### src/rtl/mem_stage_pkg.sv
// Shared definitions for the MEM pipeline stage: WB control bit positions,
// FSM encoding, timeout default and the timeout fill pattern.
package mem_stage_pkg;
  localparam int WB_REGWRITE = 0;
  localparam int WB_MEMTOREG = 1;

  localparam int TIMEOUT_DEFAULT = 255;
  localparam logic [31:0] DEADBEEF = 32'hDEAD_BEEF;

  typedef enum logic {
    IDLE = 1'b0,
    BUSY = 1'b1
  } state_t;

  typedef struct packed {
    logic [1:0]  wb;
    logic [31:0] read_data;
    logic [31:0] alu_result;
    logic [4:0]  dest;
    logic        valid;
  } mem_wb_t;
endpackage

### src/rtl/mem_stage_if.sv
// Data-memory port between the MEM stage (master) and the memory (slave).
// Handshake: once dmem_req rises, dmem_req/we/addr/wdata stay stable until a cycle in which
// dmem_ready is high; that cycle completes the access and dmem_rdata is valid only then.
interface mem_stage_if;
  logic        dmem_req;
  logic        dmem_we;
  logic [31:0] dmem_addr;
  logic [31:0] dmem_wdata;
  logic [31:0] dmem_rdata;
  logic        dmem_ready;

  modport master (
    output dmem_req, dmem_we, dmem_addr, dmem_wdata,
    input  dmem_rdata, dmem_ready
  );

  modport slave (
    input  dmem_req, dmem_we, dmem_addr, dmem_wdata,
    output dmem_rdata, dmem_ready
  );
endinterface

### src/rtl/mem_wb_reg.sv
// MEM/WB pipeline register. On load every field takes d; otherwise fields hold
// and only the valid bit drops, so a stalled stage emits bubbles.
module mem_wb_reg
  import mem_stage_pkg::*;
(
  input  logic    clk,
  input  logic    rst,
  input  logic    load,
  input  mem_wb_t d,
  output mem_wb_t q
);
  always_ff @(posedge clk or posedge rst) begin
    if (rst) begin
      q <= '0;
    end else if (load) begin
      q <= d;
    end else begin
      q.valid <= 1'b0;
    end
  end
endmodule

### src/rtl/mem_stage.sv
// MEM stage: branch resolution, word load/store over a ready-handshaked port,
// front-of-pipe stall while an access is outstanding, sticky error flag.
module mem_stage
  import mem_stage_pkg::*;
#(
  parameter int TIMEOUT = TIMEOUT_DEFAULT,
  parameter int CNT_W   = 8
) (
  input  logic        Clk,
  input  logic        Rst,
  input  logic        valid_in,
  input  logic [1:0]  WB_in,
  input  logic        Branch_in,
  input  logic        MemRead_in,
  input  logic        MemWrite_in,
  input  logic [31:0] addResult_in,
  input  logic        ALUZero_in,
  input  logic [31:0] ALUResult_in,
  input  logic [31:0] writeData_in,
  input  logic [4:0]  muxResult_in,
  output logic        PCSrc,
  output logic [31:0] branchTarget,
  output logic        stall,
  mem_stage_if.master dmem,
  output logic [1:0]  WB_out,
  output logic [31:0] readData_out,
  output logic [31:0] ALUResult_out,
  output logic [4:0]  muxResult_out,
  output logic        valid_out,
  output logic        err,
  output state_t      state_dbg
);
  state_t           state, state_n;
  logic [CNT_W-1:0] cnt;
  logic             req_q, we_q;
  logic [31:0]      addr_q, wdata_q;
  logic             mem_op, misaligned, both_rw, timeout_hit;
  logic             start, load, err_set;
  logic [31:0]      rd_sel;
  mem_wb_t          wb_d, wb_q;

  assign mem_op      = valid_in & (MemRead_in | MemWrite_in);
  assign misaligned  = (ALUResult_in[1:0] != 2'b00);
  assign both_rw     = MemRead_in & MemWrite_in;
  assign timeout_hit = (cnt == CNT_W'(TIMEOUT));

  assign PCSrc        = valid_in & Branch_in & ALUZero_in & (state == IDLE);
  assign branchTarget = addResult_in;
  assign state_dbg    = state;

  always_comb begin
    state_n = state;
    stall   = 1'b0;
    start   = 1'b0;
    load    = 1'b0;
    err_set = 1'b0;
    rd_sel  = '0;
    case (state)
      IDLE: begin
        if (mem_op && !misaligned) begin
          stall   = 1'b1;
          start   = 1'b1;
          err_set = both_rw;
          state_n = BUSY;
        end else begin
          load    = 1'b1;
          err_set = mem_op & (misaligned | both_rw);
        end
      end
      BUSY: begin
        if (dmem.dmem_ready) begin
          load    = 1'b1;
          rd_sel  = we_q ? 32'h0 : dmem.dmem_rdata;
          state_n = IDLE;
        end else if (timeout_hit) begin
          // Forced completion so a dead memory cannot hang the pipe forever.
          load    = 1'b1;
          rd_sel  = DEADBEEF;
          err_set = 1'b1;
          state_n = IDLE;
        end else begin
          stall = 1'b1;
        end
      end
      default: state_n = IDLE;
    endcase
  end

  always_ff @(posedge Clk or posedge Rst) begin
    if (Rst) begin
      state   <= IDLE;
      cnt     <= '0;
      req_q   <= 1'b0;
      we_q    <= 1'b0;
      addr_q  <= '0;
      wdata_q <= '0;
      err     <= 1'b0;
    end else begin
      state <= state_n;
      if (start) begin
        cnt     <= '0;
        req_q   <= 1'b1;
        we_q    <= MemWrite_in;
        addr_q  <= {ALUResult_in[31:2], 2'b00};
        wdata_q <= writeData_in;
      end else if (state == BUSY) begin
        cnt <= cnt + CNT_W'(1);
        if (state_n == IDLE) req_q <= 1'b0;
      end
      if (err_set) err <= 1'b1;
    end
  end

  assign dmem.dmem_req   = req_q;
  assign dmem.dmem_we    = we_q;
  assign dmem.dmem_addr  = addr_q;
  assign dmem.dmem_wdata = wdata_q;

  // A mem op only reaches MEM/WB at completion, so its valid is always 1 there.
  assign wb_d.wb         = WB_in;
  assign wb_d.read_data  = rd_sel;
  assign wb_d.alu_result = ALUResult_in;
  assign wb_d.dest       = muxResult_in;
  assign wb_d.valid      = (state == IDLE) ? valid_in : 1'b1;

  mem_wb_reg u_mem_wb (
    .clk  (Clk),
    .rst  (Rst),
    .load (load),
    .d    (wb_d),
    .q    (wb_q)
  );

  assign WB_out        = wb_q.wb;
  assign readData_out  = wb_q.read_data;
  assign ALUResult_out = wb_q.alu_result;
  assign muxResult_out = wb_q.dest;
  assign valid_out     = wb_q.valid;
endmodule

### src/flat_wrapper.sv
// flat-port wrapper written by rule: the top's interface ports become plain ports
module mem_stage_flat import mem_stage_pkg::*;
#(
  parameter int TIMEOUT = TIMEOUT_DEFAULT,
  parameter int CNT_W   = 8
)
  (Clk, Rst, valid_in, WB_in, Branch_in, MemRead_in, MemWrite_in, addResult_in, ALUZero_in, ALUResult_in, writeData_in, muxResult_in, PCSrc, branchTarget, stall, WB_out, readData_out, ALUResult_out, muxResult_out, valid_out, err, state_dbg, dmem_dmem_req, dmem_dmem_we, dmem_dmem_addr, dmem_dmem_wdata, dmem_dmem_rdata, dmem_dmem_ready);
  mem_stage_if dmem_i ();
  input  logic Clk;
  input  logic Rst;
  input  logic valid_in;
  input  logic [1:0] WB_in;
  input  logic Branch_in;
  input  logic MemRead_in;
  input  logic MemWrite_in;
  input  logic [31:0] addResult_in;
  input  logic ALUZero_in;
  input  logic [31:0] ALUResult_in;
  input  logic [31:0] writeData_in;
  input  logic [4:0] muxResult_in;
  output logic PCSrc;
  output logic [31:0] branchTarget;
  output logic stall;
  output logic [1:0] WB_out;
  output logic [31:0] readData_out;
  output logic [31:0] ALUResult_out;
  output logic [4:0] muxResult_out;
  output logic valid_out;
  output logic err;
  output state_t state_dbg;
  output wire logic [$bits(dmem_i.dmem_req)-1:0] dmem_dmem_req;
  output wire logic [$bits(dmem_i.dmem_we)-1:0] dmem_dmem_we;
  output wire logic [$bits(dmem_i.dmem_addr)-1:0] dmem_dmem_addr;
  output wire logic [$bits(dmem_i.dmem_wdata)-1:0] dmem_dmem_wdata;
  input wire logic [$bits(dmem_i.dmem_rdata)-1:0] dmem_dmem_rdata;
  input wire logic [$bits(dmem_i.dmem_ready)-1:0] dmem_dmem_ready;
  assign dmem_dmem_req = dmem_i.dmem_req;
  assign dmem_dmem_we = dmem_i.dmem_we;
  assign dmem_dmem_addr = dmem_i.dmem_addr;
  assign dmem_dmem_wdata = dmem_i.dmem_wdata;
  assign dmem_i.dmem_rdata = dmem_dmem_rdata;
  assign dmem_i.dmem_ready = dmem_dmem_ready;
  mem_stage #(.TIMEOUT(TIMEOUT), .CNT_W(CNT_W)) u_core (.Clk(Clk), .Rst(Rst), .valid_in(valid_in), .WB_in(WB_in), .Branch_in(Branch_in), .MemRead_in(MemRead_in), .MemWrite_in(MemWrite_in), .addResult_in(addResult_in), .ALUZero_in(ALUZero_in), .ALUResult_in(ALUResult_in), .writeData_in(writeData_in), .muxResult_in(muxResult_in), .PCSrc(PCSrc), .branchTarget(branchTarget), .stall(stall), .dmem(dmem_i), .WB_out(WB_out), .readData_out(readData_out), .ALUResult_out(ALUResult_out), .muxResult_out(muxResult_out), .valid_out(valid_out), .err(err), .state_dbg(state_dbg));
endmodule
### config.mk
export PLATFORM = sky130hd
export DESIGN_NAME = mem_stage_flat
export DESIGN_NICKNAME = d
export VERILOG_FILES = /design/src/rtl/mem_stage_pkg.sv /design/src/rtl/mem_stage_if.sv /design/src/rtl/mem_wb_reg.sv /design/src/rtl/mem_stage.sv /design/src/flat_wrapper.sv
export SDC_FILE = /design/constraint.sdc
export NUM_CORES = 1
export LEC_CHECK = 0
export CORE_MARGIN = 2
export CORE_UTILIZATION = 25
export DETAILED_ROUTE_END_ITERATION = 6
export GPL_ROUTABILITY_DRIVEN = 0
export GPL_TIMING_DRIVEN = 0
export PLACE_DENSITY = 0.56
export SYNTH_ARGS = -nofsm -noshare
export SYNTH_HDL_FRONTEND = slang
export SYNTH_HIERARCHICAL = 1
export SYNTH_SLANG_ARGS = --single-unit
### constraint.sdc
create_clock -name Clk -period 2.2 [get_ports Clk]
set_input_delay 0.22 -clock Clk [delete_from_list [all_inputs] [get_ports Clk]]
set_output_delay 0.22 -clock Clk [all_outputs]
set_load 0.01 [all_outputs]
; After elaboration in Yosys (flattened, before gate mapping)
; Index checks and enable logic that the tools add are counted.
[word_totals]
reg_bits = 146
input_bits = 143
output_inout_bits = 174
word_cells = 52
[classes]
add_sub_neg = 1
eq_ne = 2
mux = 23
n_bitwise = 9
n_reduce_logical = 5
[ops]
columns = operator, n
row1 = $mux W32, 4
row2 = $mux W8, 2
row3 = $mux W1, 14
row4 = $add A8 B1 Y8 const B, 1
row5 = $eq A8 B8 Y1 const B, 1
row6 = $and A1 B1 Y1, 6
row7 = $pmux W1 S2, 3
row8 = $reduce_bool A2 Y1, 2
row9 = $ne A2 B2 Y1 const B, 1
row10 = $or A1 B1 Y1, 2
row11 = $reduce_and A2 Y1, 1
row12 = $logic_and A1 B1 Y1, 1
row13 = $logic_not A1 Y1, 1
row14 = $not A1 Y1, 1

; Longest topological paths before layout
; Gate-level depths: netlist (run 1).
[depth]
word_depth = 8
mapped_depth = 9
depth_no_buf = 5

; Modules after synthesis
; The synthesis (run 1) kept the hierarchy.
[modules_own_cells]
columns = module, instances, cells_each, area_each_um2, seq_area_each_um2
row1 = mem_stage, 1, 273, 3721.1, 1851.8
row2 = mem_wb_reg, 1, 153, 3021.6, 1801.7

; Worst setup path before layout (run 1)
; OpenSTA, ideal clock, no wires.
[synth_path]
path_kind = reg2reg
startpoint = register u_core.state (netlist: u_core/state_dbg)
endpoint = register u_core/u_mem_wb/q[10] (netlist bit)
setup_ps = 125
arrival_ps = 1888
required_time_ps = 2075
path_slack_ps = 187
path_stages_with_launch = 9
path_buffers = 4
synth_period_minus_slack_ps = 2013
cell_sequence = dfrtp_1 -> nand2b_1 -> nor3_4 -> buf_6 -> buf_8 -> o22ai_1 -> buf_6 -> buf_12 -> mux2_4
[synth_between]
elab_chain_len = 2
[synth_rtl]
columns = element, line
row1 = from (decl), mem_stage.sv:33  ; state_t state, state_n;
row2 = from (signal assigned), mem_stage.sv:99  ; state <= state_n;
row3 = $not A1 Y1, mem_stage.sv:58  ; case (state)
row4 = $pmux W1 S2 *, mem_stage.sv:58
row5 = named net u_core.load, mem_stage.sv:38  ; logic start, load, err_set;
row6 = to (decl), mem_wb_reg.sv:10  ; output mem_wb_t q
; Mark *: on every way through the listed nets, which the timed path passes. The rest lies on a longest branch.
; A chain may end at the register's enable or synchronous reset.

; Worst setup path after layout (run 1)
[layout_path]
startpoint = input port ALUResult_in[1]
endpoint = output port stall
[layout_between]
elab_chain_len = 5
[layout_rtl]
columns = element, line
row1 = from (decl), flat_wrapper.sv:18  ; input logic [31:0] ALUResult_in;
row2 = $reduce_bool A2 Y1, mem_stage.sv:43  ; assign misaligned = (ALUResult_in[1:0] != 2'b00);
row3 = $logic_not A1 Y1, mem_stage.sv:60  ; if (mem_op && !misaligned) begin
row4 = $logic_and A1 B1 Y1, mem_stage.sv:60
row5 = $mux W1, mem_stage.sv:60
row6 = $pmux W1 S2, mem_stage.sv:58
row7 = to (decl), flat_wrapper.sv:23  ; output logic stall;
; Every way passes these cells.

==> impl_metrics.json, run 1 <==
{
  "final.min_clock_period_ns": 2.071,
  "fp.dieH_um": 168.2,
  "cp_data_arrival_time_ns": 1.85,
  "gr-total-overflow": 0,
  "cts.sinks": 146,
  "drive_gt1_frac": 0.3007,
  "multi_input_area_um2": 2545,
  "start_util": 0.2523,
  "syn_area_um2": 6743,
  "track_usage": 0.1259,
  "pwr_density_cell_nw_per_um2": 784.3,
  "yosysUniqueCellTypes": 41,
  "hold_viol": 0,
  "finalSetupViolCount": 0,
  "grt_pass1_vias": 4720,
  "routed_wl_um": 17730,
  "rsz0062_at_grt": "no",
  "fin_crit_sh": 0.9414,
  "die_w_um": 168.2,
  "area.sequential_um2": 3654,
  "synthCells": 426,
  "critPathMaxFanout": 11,
  "leakage_nw": 4.958,
  "numCtsBuffers": 17,
  "synth-seq-cells": 146,
  "cts.path.max_buffers": 2,
  "place.port_buffers": 282,
  "ant_nets": 0,
  "grt_max_degree": 51,
  "worst_pin_slew_ns": 0.5316,
  "hold_path.class": "in2async",
  "vias": 4510,
  "synth.avg_cell_area_um2": 15.83,
  "relSlewSlack": 0.6456,
  "met3_length_um": 1744,
  "grt_pass1_wl_um": 27540,
  "maxUsedRoutingLayer": "met5",
  "drc": 0,
  "timing.fmax_mhz": 482.9,
  "holdWs_ns": 0.2079,
  "cp-startpoint": "ALUResult_in[1]",
  "dpl_cell_area_um2": 10050,
  "nNetsFinal": 876,
  "synth_seq_area_share": 0.5418,
  "rr_startpoint": "u_core/cnt[0]",
  "vdd_ir_drop_max_uv": 404.7,
  "drv_slew": 0,
  "postCtsHoldBufs": 0,
  "wire_per_inst_um": 16.33,
  "htree_levels": 4,
  "wl_met2_um": 8114,
  "root_buffer": "clkbuf_16",
  "crit_required_ns": 1.98,
  "crit_path_end_kind": "output port",
  "fp-row-count": 60,
  "drtIter0Drc": 183,
  "reg2reg_depth": 6,
  "area_delta_synth_final_pct": 57.86,
  "drt-met1-wl_um": 7754,
  "dr.pass1.iters": 4,
  "final_cell_area_um2": 10640,
  "pre_cts_ws_ns": -0.5162,
  "dieArea_um2": 28300,
  "tritoncts": "built",
  "clkLatencyLatePin_ns": 0.42,
  "start_kind": "primary input",
  "num_io_pins": 317,
  "yosysWarnings": 6,
  "n_fill_cell": 2586,
  "clkTransAtPathRegs_ns": 0.07,
  "status": "finished, final reports clean",
  "finalClockSkew_ns": 0.01478,
  "diodes": 0,
  "viasPerCell": 4.153,
  "hpwl_um": 12760,
  "timing.rr.end": "u_core/u_mem_wb/q[16]",
  "setup_slack_ns": 0.1290,
  "ff2ff_setup_slack_ns": 0.14,
  "cp-endpoint": "stall",
  "cap_viol_max_count": 0,
  "antenna_found_initial": 1,
  "core_area_um2": 26730,
  "path_class": "in2out"
}
-- cell families after synthesis --
kind of cell / share of synthesized area
flops: 0.5418
mux: 0.2904
buf+inv: 0.08554
compound gates: 0.04435
simple gates: 0.03266
fa+ha+maj: 0.003340
other cells: 0.0005562
xor+xnor: 0.001299
-- layer usage --
metal  GRT usage  vias to the layer above
li1            -                     2070
met1      0.1591                     2212
met3     0.05877                       10
met5           0                        -
met2      0.1979                      216
met4     0.02549                        2
-- area by class of cell --
type,instances,area share
tap,341,0.04008
clock buffer,17,0.03997
inverter,5,0.002233
timing repair buffer,287,0.2719
multi-input combinational,220,0.2391
clock inverter,15,0.01164
sequential,146,0.3432
buffer,55,0.05184
-- registers in the layout, summed over array words and instances, names as in the netlist --
| signal | cells |
|---|---|
| u_core/u_mem_wb/q | 72 |
| u_core/dmem.dmem_wdata | 32 |
| u_core/dmem.dmem_addr | 30 |
| u_core/cnt | 8 |
| u_core/dmem.dmem_req | 1 |
| u_core/dmem.dmem_we | 1 |
| u_core/err | 1 |
| u_core/state_dbg | 1 |
-- stage by stage --
stage / setup TNS (ns) / utilization / instances / power (W)
after floorplan: 0 / - / 427 / 0.004393
after global placement: -269.52 / 0.3740 / 1050 / 0.005622
after detailed placement: -35.86 / 0.3760 / 1052 / 0.005639
after CTS: 0 / 0.3975 / 1086 / 0.008511
after global routing: 0 / 0.3983 / 1086 / 0.008800
final: 0 / 0.3983 / 1086 / 0.008348
-- power breakdown --
part           internal, W  switching, W
Sequential         0.00310      0.000266
Combinational      0.00147      0.000764
Clock              0.00148       0.00128
-- worst min-delay path by stage --
stage,depth (start not counted),startpoint,endpoint
after global routing,2,Rst,u_core/u_mem_wb/q[23]
after detailed placement,1,u_core/dmem.dmem_addr[6],u_core/dmem.dmem_addr[6]
final,2,Rst,u_core/u_mem_wb/q[26]
after floorplan,1,ALUResult_in[2],u_core/dmem.dmem_addr[2]
after CTS,2,Rst,u_core/u_mem_wb/q[26]
after global placement,1,u_core/err,u_core/err
-- layout by cell type (no fill, tap or decap), types with 3 or more instances in the layout --
cell	count
clkdlybuf4s50_1	281
dfrtp_1	146
mux2_4	109
buf_4	38
a21o_1	23
clkbuf_16	17
mux2_2	17
buf_12	13
and2_1	10
mux2_1	8
inv_6	5
nor2_1	5
clkinvlp_4	4
o31ai_1	4
mux2i_1	4
nand2_1	4
buf_2	3
nand4_1	3
inv_1	3
a21oi_1	3
clkbuf_1	3
-- critical path: stages --
cell,delay [ns]
clkdlybuf4s50_1,0.41
or2_1,0.25
buf_6,0.14
nor3_4,0.23
buf_12,0.18
o22a_1,0.17
clkdlybuf4s15_2,0.23
-- cell usage after synthesis --
cell type,count,area (um^2)
a31oi_1,1,6.260
mux2_2,17,191.4
nand3_1,2,10.01
nor2_1,5,18.77
nand4_2,1,12.51
mux2_4,109,1637
or3_1,1,6.260
or2_1,1,6.260
o22a_1,1,8.760
mux2i_1,4,40.04
o22ai_1,1,6.260
nor3_4,1,16.27
buf_4,35,262.8
dfrtp_1,146,3654
and2_1,10,62.56
nor2b_1,2,12.51
buf_12,11,220.2
inv_1,5,18.77
a311o_1,1,10.01
nand2_1,4,15.01
o21a_1,1,7.510
nor3_2,1,10.01
buf_6,3,33.78
a21o_1,23,172.7
a21oi_1,3,15.01
clkbuf_1,3,11.26
xnor2_1,1,8.760
a22oi_1,2,15.01
buf_2,3,15.01
conb_1,1,3.750
mux2_1,8,90.09
ha_1,1,12.51
a22o_1,1,8.760
o31ai_1,4,30.03
buf_8,1,15.01
maj3_1,1,10.01
o21ai_0,2,10.01
and3_1,2,12.51
nand2b_1,3,18.77
a31o_2,1,8.760
nand4_1,3,18.77
-- what timing repair did --
action / CTS / global route
setup buffers: 3 / 0
endpoints found under the hold margin: 0 / 0
gates resized for setup: 7 / 3
endpoints found under the setup margin: 70 / 46
pin swaps: 2 / 1
Note: power is estimated with default switching activity, not from simulation.
==> run 2: changes to the inputs <==
Settings changed: CORE_UTILIZATION 25 to 38, PLACE_DENSITY 0.56 to 0.79, SLEW_MARGIN from default to 10, TNS_END_PERCENT from default to 10.
==> impl_metrics.json, run 2 (synthesis results as in run 1) <==
{
  "gr-total-overflow": 0,
  "hold_viol": 0,
  "critPathMaxFanout": 11,
  "fp.dieH_um": 137.2,
  "start_kind": "primary input",
  "hpwl_um": 12890,
  "path_class": "in2out",
  "area_delta_synth_final_pct": 56.08,
  "multi_input_area_um2": 2524,
  "critPathMaxStageDelay_ns": 0.44,
  "core_area_um2": 17300,
  "ant_nets": 0,
  "root_buffer": "clkbuf_16",
  "p_int_w": 0.006460,
  "largest-register": "u_core/u_mem_wb/q",
  "dr.pass1.iters": 4,
  "clkPwrFrac": 0.351,
  "vdd_ir_drop_max_uv": 565.1,
  "cts.path.max_buffers": 2,
  "numCtsBuffers": 17,
  "die_w_um": 137.2,
  "cp_slowest_cell": "clkdlybuf4s50_1",
  "grt_pass1_wl_um": 26330,
  "final.min_clock_period_ns": 2.094,
  "crit_family": "buffers and inverters",
  "routed_wl_um": 17330,
  "drtIter0Drc": 147,
  "rsz0062_at_grt": "no",
  "tritoncts": "built",
  "clkLatencyLatePin_ns": 0.41,
  "final_cell_mix": "clkdlybuf4s50_1, dfrtp_1, mux2_4",
  "pwr_density_cell_nw_per_um2": 821.4,
  "antenna_found_initial": 0,
  "viasPerCell": 4.776,
  "cap_viol_max_count": 0,
  "finalSetupViolCount": 0,
  "crit_required_ns": 1.98,
  "setup_slack_ns": 0.1061,
  "wire_per_inst_um": 17.92,
  "layout_commonest_cell": "clkdlybuf4s50_1",
  "hold_path.class": "in2async",
  "start_util": 0.3898,
  "drc": 0,
  "drv_slew": 0,
  "postCtsHoldBufs": 0,
  "drive_gt1_frac": 0.2951,
  "cp_data_arrival_time_ns": 1.87,
  "clkTransAtPathRegs_ns": 0.06,
  "sw_frac_of_total": 0.2527,
  "grt_max_degree": 41,
  "final_core_util": 0.6084,
  "grt_pass1_vias": 4925,
  "worstPathCellList": "clkdlybuf4s50_1, or2_1, buf_6, nor3_4, buf_12, o22a_1, clkdlybuf4s15_2",
  "switchingPower_w": 0.002185,
  "fin_crit_sh": 0.9518,
  "cts.sinks": 146,
  "htree_levels": 4,
  "fp-row-count": 48,
  "holdWs_ns": 0.2665,
  "dieArea_um2": 18830,
  "timing.fmax_mhz": 477.6,
  "status": "finished, final reports clean",
  "num_io_pins": 317,
  "track_usage": 0.1820,
  "dpl_cell_area_um2": 9896,
  "seq_power_share": 0.391,
  "pre_cts_ws_ns": -0.4180,
  "leakage_nw": 4.976,
  "vias": 4618,
  "finalClockSkew_ns": 0.008732,
  "nNetsFinal": 875,
  "crit_path_end_kind": "output port",
  "n_fill_cell": 1285,
  "place.port_buffers": 282,
  "diodes": 0,
  "area.sequential_um2": 3654,
  "finalSetupTns_ns": 0,
  "final_cell_area_um2": 10520,
  "combPwrFrac": 0.259,
  "largest_register_ffs": 72,
  "crit_buf_inv": 4
}
-- run 2: changes by cell type in the layout (fill, tap and decap cells not counted), sizes merged --
| cell | delta |
|---|---|
| clkinvlp | -3 |
| inv | -4 |
| clkbuf | +1 |
| bufinv | +4 |
| buf | -1 |
-- run 2: final timing paths --
check	start	endpoint	slack [ns]	cells after the start
worst min register to register	u_core/cnt[7]	u_core/cnt[7]	0.48	1
max in group asynchronous	Rst	u_core/err	1.32	3
min in group Clk	writeData_in[4]	u_core/dmem.dmem_wdata[4]	0.42	2
worst max register to register	u_core/cnt[0]	u_core/u_mem_wb/q[20]	0.12	6
worst max-delay path	ALUResult_in[0]	stall	0.11	7
worst min-delay path	Rst	u_core/u_mem_wb/q[29]	0.27	2
-- run 2: final cells by class --
class	instances	area share
buffer	55	0.05243
clock buffer	18	0.04078
clock inverter	12	0.01724
inverter	5	0.002259
multi-input combinational	220	0.2398
sequential	146	0.3472
tap	225	0.02675
timing repair buffer	286	0.2736
-- run 2: routing by layer --
layer | share of wire | routed length [um] | global-route usage | vias to the layer above
met1 | 0.39 | 6737 | 0.2155 | 2272
met2 | 0.50 | 8708 | 0.3121 | 250
met5 | 0 | 0 | 0 | -
met3 | 0.091 | 1572 | 0.05813 | 24
li1 | - | - | - | 2072
met4 | 0.018 | 310 | 0.06243 | 0
-- run 2: what timing repair did --
action | 4_1_cts | 5_1_grt
buffers inserted | 2 | 0
endpoints found under the setup margin | 70 | 0
resized for setup | 7 | 0
hold endpoints to repair | 0 | 0
-- run 2: power by group through the flow --
stage               sequential, W  combinational [W]  clock, W
global placement          0.00339            0.00219         0
global route              0.00343            0.00237   0.00323
CTS                       0.00338            0.00226   0.00310
finish                    0.00338            0.00223   0.00303
floorplan                 0.00355           0.000840         0
detailed placement        0.00341            0.00225         0
-- run 2: worst register-to-register path: cells and delay by family, from the launching register on --
family,cells,cell delay (ns)
and+or+nand+nor,1,0.24
AOI/OAI and AO/OA,1,0.30
DFF,1,0.40
buffers and inverters,2,0.45
muxes,1,0.31
adders and majority gates,1,0.25
-- run 2: through the flow --
step | power (W) | cells
floorplan | 0.004393 | 427
global placement | 0.005582 | 934
detailed placement | 0.005654 | 936
CTS | 0.008738 | 967
global route | 0.009021 | 967
finish | 0.008645 | 967
